**src/rtl/div_arbiter.sv**
```systemverilog
// Two-requester round-robin front end for a single shared divider.
// Handles the start/valid handshake, routes results to the winner and aborts stalled divides.
module div_arbiter #(
   parameter int unsigned WIDTH   = 10,
   parameter int unsigned TIMEOUT = 31
) (
   input  logic             clk,
   input  logic             sclr,
   input  logic             req0,
   input  logic             req1,
   input  logic [WIDTH-1:0] a0,
   input  logic [WIDTH-1:0] b0,
   input  logic [WIDTH-1:0] a1,
   input  logic [WIDTH-1:0] b1,
   output logic             ack0,
   output logic             ack1,
   output logic             done0,
   output logic             done1,
   output logic [WIDTH-1:0] q0,
   output logic [WIDTH-1:0] q1,
   output logic             dvz0,
   output logic             dvz1,
   output logic             ovf0,
   output logic             ovf1,
   output logic             err0,
   output logic             err1,
   output logic [WIDTH-1:0] div_a,
   output logic [WIDTH-1:0] div_b,
   output logic             div_start,
   output logic             div_sclr,
   input  logic [WIDTH-1:0] div_q,
   input  logic             div_dvz,
   input  logic             div_ovf,
   input  logic             div_busy,
   input  logic             div_valid
);

   localparam int unsigned TW = $clog2(TIMEOUT + 1);

   typedef enum logic [1:0] {StIdle, StStart, StWait, StResp} state_e;

   state_e                     state_q, state_d;
   logic                       gnt_q, gnt_d;
   logic                       ptr_q, ptr_d;
   logic [TW-1:0]              timer_q, timer_d;
   logic [WIDTH-1:0]           opa_q, opa_d, opb_q, opb_d;
   logic [1:0][WIDTH-1:0]      res_q, res_d;
   logic [1:0]                 dvz_q, dvz_d, ovf_q, ovf_d, err_q, err_d;
   logic                       timeout;

   // The divider is only ever started from StStart, so its busy flag carries no information.
   logic unused_busy;
   assign unused_busy = div_busy;

   always_comb begin
      state_d = state_q;
      gnt_d   = gnt_q;
      ptr_d   = ptr_q;
      timer_d = timer_q;
      opa_d   = opa_q;
      opb_d   = opb_q;
      res_d   = res_q;
      dvz_d   = dvz_q;
      ovf_d   = ovf_q;
      err_d   = err_q;
      timeout = 1'b0;
      unique case (state_q)
         StIdle: begin
            if (req0 || req1) begin
               gnt_d   = (req0 && req1) ? ptr_q : req1;
               opa_d   = gnt_d ? a1 : a0;
               opb_d   = gnt_d ? b1 : b0;
               state_d = StStart;
            end
         end
         StStart: begin
            timer_d = '0;
            state_d = StWait;
         end
         StWait: begin
            timer_d = timer_q + 1'b1;
            if (div_valid) begin
               res_d[gnt_q] = div_q;
               dvz_d[gnt_q] = div_dvz;
               ovf_d[gnt_q] = div_ovf;
               err_d[gnt_q] = 1'b0;
               state_d      = StResp;
            end else if (timer_q == TW'(TIMEOUT - 1)) begin
               // A late valid in this same cycle still wins, hence the gate on div_valid.
               timeout      = 1'b1;
               res_d[gnt_q] = '0;
               dvz_d[gnt_q] = 1'b0;
               ovf_d[gnt_q] = 1'b0;
               err_d[gnt_q] = 1'b1;
               state_d      = StResp;
            end
         end
         StResp: begin
            ptr_d   = ~gnt_q;
            state_d = StIdle;
         end
         default: state_d = StIdle;
      endcase
   end

   always_ff @(posedge clk or posedge sclr) begin
      if (sclr) begin
         state_q <= StIdle;
         gnt_q   <= 1'b0;
         ptr_q   <= 1'b0;
         timer_q <= '0;
         opa_q   <= '0;
         opb_q   <= '0;
         res_q   <= '0;
         dvz_q   <= '0;
         ovf_q   <= '0;
         err_q   <= '0;
      end else begin
         state_q <= state_d;
         gnt_q   <= gnt_d;
         ptr_q   <= ptr_d;
         timer_q <= timer_d;
         opa_q   <= opa_d;
         opb_q   <= opb_d;
         res_q   <= res_d;
         dvz_q   <= dvz_d;
         ovf_q   <= ovf_d;
         err_q   <= err_d;
      end
   end

   assign ack0      = (state_q == StStart) && !gnt_q;
   assign ack1      = (state_q == StStart) && gnt_q;
   assign done0     = (state_q == StResp) && !gnt_q;
   assign done1     = (state_q == StResp) && gnt_q;
   assign div_start = (state_q == StStart);
   assign div_sclr  = timeout;
   assign div_a     = opa_q;
   assign div_b     = opb_q;
   assign q0        = res_q[0];
   assign q1        = res_q[1];
   assign dvz0      = dvz_q[0];
   assign dvz1      = dvz_q[1];
   assign ovf0      = ovf_q[0];
   assign ovf1      = ovf_q[1];
   assign err0      = err_q[0];
   assign err1      = err_q[1];

endmodule

```
**config.mk**
```make
export PLATFORM = sky130hd
export DESIGN_NAME = div_arbiter
export DESIGN_NICKNAME = d
export VERILOG_FILES = /design/src/rtl/div_arbiter.sv
export SDC_FILE = /design/constraint.sdc
export NUM_CORES = 1
export LEC_CHECK = 0
export CORE_MARGIN = 2
export CORE_UTILIZATION = 38
export DETAILED_ROUTE_END_ITERATION = 16
export GPL_ROUTABILITY_DRIVEN = 0
export PLACE_DENSITY_LB_ADDON = 0.12
export SKIP_LAST_GASP = 1
export SLEW_MARGIN = 20
export SYNTH_ARGS = -nofsm -noshare
export SYNTH_HDL_FRONTEND = slang
export SYNTH_SLANG_ARGS = --single-unit
```
**constraint.sdc**
```tcl
create_clock -name clk -period 1.45 [get_ports clk]
set_input_delay 0.2175 -clock clk [delete_from_list [all_inputs] [get_ports clk]]
set_output_delay 0.2175 -clock clk [all_outputs]
set_load 0.005 [all_outputs]
```
==> results of run 1 <==
[routing by layer]
metal	global-route usage [%]	up-vias	share of wire, %
met5	0	-	0
met4	4.762	0	0.89
met3	7.296	5	9.6
met2	32.32	104	50
met1	24.68	1189	39
li1	-	1178	-
[worst min-delay path: cells and delay by family]
family | cells | cell delay [ps]
buffers and inverters | 3 | 800
[final cells by class]
class | instances | area [um2] | share of cell area [%]
Clock inverter | 3 | 23.77 | 0.5208
Clock buffer | 5 | 68.82 | 1.508
Sequential cell | 55 | 1378 | 30.18
Tap cell | 77 | 96.34 | 2.111
Timing Repair Buffer | 169 | 1732 | 37.94
Inverter | 9 | 42.54 | 0.9320
Multi-Input combinational cell | 153 | 1224 | 26.81
[sequential cells by signal, indices dropped and copies added, names as in the netlist, named ones only]
register / cells
state_q: 2
q1: 10
q0: 10
div_b: 10
ovf_q: 2
gnt_q: 1
ptr_q: 1
dvz_q: 2
div_a: 10
timer_q: 5
[kinds of logic after synthesis]
kind of cell    synth area share (%)
buf+inv                        5.105
fa+ha+maj                      3.503
flops                          55.06
mux                            1.001
compound gates                 22.02
simple gates                   13.31
[repair_timing]
item / in CTS / in global routing
gates cloned: 2 / 3
pin swaps: 16 / 9
resized for setup: 55 / 54
hold buffers: 0 / 0
setup endpoints to repair: 53 / 82
setup buffers: 6 / 20
[worst min-delay path by stage]
stage | cells after the start | startpoint | slack (ps) | endpoint
2_1_floorplan | 1 | sclr | 290 | asynchronous set/reset pin
3_3_place_gp | 1 | q1[0] | 480 | q1[0]
3_5_place_dp | 1 | q1[7] | 480 | q1[7]
4_1_cts | 3 | sclr | 320 | q1[1]
5_1_grt | 3 | sclr | 320 | q1[2]
6_report | 3 | sclr | 300 | q1[2]
[Yosys cell counts]
library cell                number
sky130_fd_sc_hd__nand2b_1        2
sky130_fd_sc_hd__buf_4           2
sky130_fd_sc_hd__clkbuf_1       11
sky130_fd_sc_hd__mux2i_1         1
sky130_fd_sc_hd__o21a_1          1
sky130_fd_sc_hd__nor3b_1         2
sky130_fd_sc_hd__a31oi_1        21
sky130_fd_sc_hd__nor2_1         23
sky130_fd_sc_hd__o32a_1          1
sky130_fd_sc_hd__nand2_1         2
sky130_fd_sc_hd__o221ai_1        1
sky130_fd_sc_hd__and2b_1         1
sky130_fd_sc_hd__mux2_4          1
sky130_fd_sc_hd__a41o_1          1
sky130_fd_sc_hd__o2bb2ai_1       1
sky130_fd_sc_hd__nand3_1        25
sky130_fd_sc_hd__o31ai_1         1
sky130_fd_sc_hd__a22o_1         12
sky130_fd_sc_hd__buf_6           2
sky130_fd_sc_hd__o21ai_0        22
sky130_fd_sc_hd__o21ba_1         1
sky130_fd_sc_hd__nand2_4         1
sky130_fd_sc_hd__and4_1          1
sky130_fd_sc_hd__and2_2          1
sky130_fd_sc_hd__dfrtp_1        55
sky130_fd_sc_hd__o22ai_1         1
sky130_fd_sc_hd__a32o_1         12
sky130_fd_sc_hd__a21oi_1         3
sky130_fd_sc_hd__nor2b_1         3
sky130_fd_sc_hd__buf_2           3
sky130_fd_sc_hd__ha_1            7
sky130_fd_sc_hd__nor2b_4         1
sky130_fd_sc_hd__inv_1           9
sky130_fd_sc_hd__and2_1          3
[power groups by stage]
stage,logic (mW),registers [mW],clock network [mW]
final,5.01,2.68,0.894
after global routing,5.40,2.77,0.984
after CTS,4.27,2.64,0.904
after detailed placement,3.75,2.66,0
after global placement,3.69,2.63,0
after floorplan,1.56,2.68,0
==> out/qor_table.md, run 1 <==
| Parameter | Value |
| --- | --- |
| Total cell area at the placement stage | 0.003894 mm2 |
| Failing checks | setup timing |
| Worst skew pair latency | 310 ps |
| Core Box Area | 0.006350 mm2 |
| Net switching fraction of the power | 33.32% |
| CTS tree | built |
| Max Buffers Root-to-Sink | 2 |
| Share of power burned in combinational logic | 58.3% |
| Worst setup slack for register-to-register paths | -160 ps |
| Leakage | 2.089 nW |
| DRT Wirelength | 7.343 mm |
| Count of different cell masters after synthesis | 34 |
| Final Max Slew Viols | 0 |
| Worst hold-check path type | primary input to asynchronous set/reset pin |
| Smallest setup slack after layout | -164.4 ps |
| Worst path max stage delay | 440 ps |
| CTS Sinks | 55 |
| ANT cells | 0 |
| Library cell appearing most often on the critical path | sky130_fd_sc_hd__buf_6 |
| Overall global routing resource usage | 19.65% |
| Layout overhead on the synthesized area | 82.58% |
| Via total after detailed routing | 2476 |
| Final core utilization | 71.88% |
| Clock root buffer | sky130_fd_sc_hd__clkbuf_8 |
| Avg WL per Cell | 15.59 um |
| Cell class contributing the biggest share of worst-path delay | flip-flops |
| Final net count | 458 |
| Number of search-and-repair iterations in the first detailed-routing pass | 4 |
| Share of Yosys cell area claimed by the top area cell type | 55.06% |
| F_max | 619.4 MHz |
| Htree depth | 2 |
| Source of the worst register-to-register timing path | state_q[1] |
| Pwr per Cell Area | 1881 mW/mm2 |
| CP Depth | 7 |
| Cell at the slowest stage of the critical path | sky130_fd_sc_hd__dfrtp_2 |
| Headroom to the max-slew limit | 78.58% |
| RSZ-0062 raised after global routing | true |
| Result of the run | finished, violations left |
| Detail Route Antenna Nets | 0 |
| Total buffers and inverters traversed by the critical path | 3 |
| Post-synthesis cell type with the largest combined area | sky130_fd_sc_hd__dfrtp_1 |
| Ordered list of cells on the worst path | buf_6, inv_4, buf_6, ha_4, nor3b_4, o21ba_4, mux2_4 |
| Clock slew seen by the registers of the worst setup and hold paths | 100 ps |
| Endpoint required time on the critical path | 1660 ps |
| Sequential area share after synthesis | 55.06% |
| Count of fill cells added during filler insertion | 489 |
| Clock period minus final worst setup slack | 1614 ps |
| Global-route wire length before repair | 11.37 mm |
| Cell internal pwr | 5.724 mW |
| Total nets after synthesis | 299 |
| Post-Syn Area per Cell | 10.68 um2 |
| Warnings from Yosys | 0 |
| Worst Path Arrival | 1820 ps |
| Biggest fanout along the worst timing path | 2 |
| Area contributors post-synth | sky130_fd_sc_hd__dfrtp_1 55%, sky130_fd_sc_hd__a31oi_1 5.3%, sky130_fd_sc_hd__nand3_1 5.0% |
| Element type at the critical path end | register |
| Final number of hold-violating endpoints | 0 |
| Number of input and output port buffers inserted | 108 |
| Number of global-route vias before repair | 2323 |
| Number of antenna violations at the first check in global routing | 0 |
| Routed vias/inst | 5.257 |
| Maximum number of pins on one net before global-route repair | 56 |
| Switching power | 2.860 mW |
| Worst setup path endpoint | state_q[1] |
| Mapped Area | 0.002500 mm2 |
| Post-Route Hold Slack | 301.9 ps |
| Critical path startpoint category | register |
| Finish-stage setup viols | 55 |
| Maximum capacitance violations | 0 |
| Setup WS pre-CTS | -339.9 ps |
| Number of standard cells in the final layout excluding fillers | 471 |
| Clock group share of total power | 10.4% |
| Layout cell share with drive strength beyond 1 | 31.22% |
| Boundary pin count | 110 |
| CTS Buf Count | 5 |
| Rows | 29 |
| Most common cell after layout, fill and taps aside | sky130_fd_sc_hd__clkdlybuf4s50_1 |
| Remaining routing DRC violations | 0 |
| Final cycle utilization of the critical path | 111.3% |
| Violation count after the first detailed-routing iteration | 87 |
| Final cell area excluding filler cells | 0.004564 mm2 |
| Remaining global-route overflow | 0 |
| First element of the critical path | state_q[1] |
| Total of flip-flops plus latches after synthesis | 55 |
| Worst voltage drop across the vdd grid | 0.9918 mV |
| FF-to-FF path depth | 7 |
| Number of instances in the placed design | 432 |
| Worst Tran Pin Value | 321.4 ps |
| DP HPWL | 4.670 mm |
| Worst flop-to-flop path endpoint | state_q[1] |
| Worst setup path category | register to register |
| Layout Skew | 3.536 ps |
| Effective utilization at floorplan | 39.37% |
| Die span in y | 85.11 um |
| Die W | 85.11 um |
| Sequential cell fraction of total power | 31.3% |
| Design Power | 8.584 mW |
| Cells after synthesis | 234 |
| Total negative setup slack | -4786 ps |
| Top library cells by usage in the layout, fill and taps aside | 85 x sky130_fd_sc_hd__clkdlybuf4s50_1, 54 x sky130_fd_sc_hd__dfrtp_1, 39 x sky130_fd_sc_hd__buf_4 |
| Total die area | 0.007244 mm2 |
No activity file was read; power rests on OpenSTA's default activity.
==> run 2, diff against run 1 <==
--- a/config.mk
+++ b/config.mk
@@ -9,7 +9,7 @@
 export CORE_UTILIZATION = 38
 export DETAILED_ROUTE_END_ITERATION = 16
 export GPL_ROUTABILITY_DRIVEN = 0
-export PLACE_DENSITY_LB_ADDON = 0.12
+export PLACE_DENSITY = 0.77
 export SKIP_LAST_GASP = 1
 export SLEW_MARGIN = 20
 export SYNTH_ARGS = -nofsm -noshare
==> run 2 against run 1 <==
The flow still finishes with violations (setup timing). Flip-flop and latch count unchanged. Maximum frequency decreased by 3.5%. Register-to-register slack got worse by 60 ps. Sequential share of layout area decreased by 1.5 points. Routed wire length increased by 12%. Hold slack got worse by 10 ps. Die area unchanged. Via count increased by 7.1%. First-iteration DRC count increased by 24%. Clock power about the same.
==> out/qor_table.md, run 2 (synthesis results as in run 1) <==
| Parameter | Value |
| --- | --- |
| Die span in y | 85.11 um |
| Number of global-route vias before repair | 2514 |
| Clock slew seen by the registers of the worst setup and hold paths | 100 ps |
| Die W | 85.11 um |
| Final net count | 477 |
| Global-route wire length before repair | 12.43 mm |
| Clock root buffer | sky130_fd_sc_hd__clkbuf_8 |
| Headroom to the max-slew limit | 70.60% |
| CTS tree | built |
| Rows | 29 |
| F_max | 597.5 MHz |
| Endpoint required time on the critical path | 1660 ps |
| Final number of hold-violating endpoints | 0 |
| Overall global routing resource usage | 21.39% |
| Remaining routing DRC violations | 0 |
| Failing checks | setup timing |
| Number of antenna violations at the first check in global routing | 0 |
| Source of the worst register-to-register timing path | timer_q[1] |
| ANT cells | 0 |
| Leakage | 2.211 nW |
| Number of search-and-repair iterations in the first detailed-routing pass | 4 |
| DRT Wirelength | 8.231 mm |
| Number of input and output port buffers inserted | 108 |
| Worst skew pair latency | 320 ps |
| Total negative setup slack | -3750 ps |
| Max Buffers Root-to-Sink | 2 |
| Routed vias/inst | 5.412 |
| Design Power | 9.252 mW |
| Avg WL per Cell | 16.80 um |
| Boundary pin count | 110 |
| Layout Skew | 10.03 ps |
| Total die area | 0.007244 mm2 |
| Worst setup slack for register-to-register paths | -220 ps |
| Number of buffers inserted by hold repair at cts | 0 |
| Core Box Area | 0.006350 mm2 |
| FF-to-FF path depth | 5 |
| Biggest fanout along the worst timing path | 4 |
| Result of the run | finished, violations left |
| Pwr per Cell Area | 1925 mW/mm2 |
| Post-Route Hold Slack | 291.5 ps |
| First element of the critical path | timer_q[1] |
| Htree depth | 2 |
| Worst setup path category | register to register |
| Critical path startpoint category | register |
| DP HPWL | 4.867 mm |
| Final core utilization | 75.68% |
| Clock period minus final worst setup slack | 1674 ps |
| Most common cell after layout, fill and taps aside | sky130_fd_sc_hd__clkdlybuf4s50_1 |
| Setup WS pre-CTS | -309.2 ps |
| Layout overhead on the synthesized area | 92.24% |
| Worst flop-to-flop path endpoint | state_q[1] |
| Remaining global-route overflow | 0 |
| Worst Path Arrival | 1880 ps |
| Detail Route Antenna Nets | 0 |
| Maximum number of pins on one net before global-route repair | 39 |
| Via total after detailed routing | 2652 |
| Effective utilization at floorplan | 39.37% |
| Worst Tran Pin Value | 441.0 ps |
| Violation count after the first detailed-routing iteration | 108 |
| RSZ-0062 raised after global routing | true |
| Maximum capacitance violations | 0 |
| Final cycle utilization of the critical path | 115.4% |
| Worst hold-check path type | primary input to asynchronous set/reset pin |
| CTS Buf Count | 5 |
| CTS Sinks | 55 |
| Top library cells by usage in the layout, fill and taps aside | 83 x sky130_fd_sc_hd__clkdlybuf4s50_1, 55 x sky130_fd_sc_hd__buf_4, 54 x sky130_fd_sc_hd__dfrtp_1 |
| Layout cell share with drive strength beyond 1 | 35.11% |
| Smallest setup slack after layout | -223.6 ps |
| Finish-stage setup viols | 48 |
| Element type at the critical path end | register |
| Final Max Slew Viols | 0 |
| Worst voltage drop across the vdd grid | 1.072 mV |
==> run 2: worst max path at each step <==
stage            endpoint  slack (ps)  cells after the start
2_1_floorplan    dvz_q[0]           6                      6
3_3_place_gp     div_sclr        -240                      5
3_5_place_dp     div_sclr        -310                      5
4_1_cts          div_sclr        -160                      5
5_1_grt          div_sclr        -270                      5
6_report       state_q[1]        -220                      5
==> run 2: repair_timing <==
item	in CTS	in global routing
pin swaps	14	9
buffers inserted	10	32
endpoints found under the setup margin	53	87
gates cloned	8	2
gates resized for setup	79	50
==> run 2: per-stage QoR <==
stage / instances / cell area, um2
finish: 490 / 4806
global placement: 431 / 3899
global route: 490 / 4806
floorplan: 234 / 2527
detailed placement: 431 / 3899
CTS: 457 / 4380
==> run 2: cell type report <==
cell class | instances | area, um2
inverter | 9 | 46.29
timing repair inverter | 1 | 5.005
clock inverter | 3 | 25.02
clock buffer | 5 | 68.82
tap | 77 | 96.34
sequential | 55 | 1378
multi-input combinational | 154 | 1295
fill | 429 | 1544
timing repair buffer | 186 | 1892
==> run 2: power by group <==
part / switching (mW) / leakage (nW) / internal [mW] / total (mW)
clock: 0.540 / 0.0452 / 0.353 / 0.893
sequential: 0.463 / 0.666 / 2.22 / 2.69
combinational: 2.10 / 1.50 / 3.57 / 5.67
total: 3.11 / 2.21 / 6.15 / 9.25
==> run 2: worst max-delay path, stage by stage (launching register included) <==
cell and delay, ps:
sky130_fd_sc_hd__dfrtp_1 420, sky130_fd_sc_hd__ha_4 170, sky130_fd_sc_hd__buf_4 120, sky130_fd_sc_hd__a41o_2 320, sky130_fd_sc_hd__o21ba_4 240, sky130_fd_sc_hd__mux2_4 290
==> run 2: routing by layer <==
metal | vias to the layer above | share of wire (%) | GRT usage (%)
li1 | 1220 | - | -
met1 | 1314 | 40 | 26.75
met2 | 112 | 52 | 37.00
met3 | 6 | 6.7 | 5.253
met4 | 0 | 0.90 | 5.772
met5 | - | 0 | 0
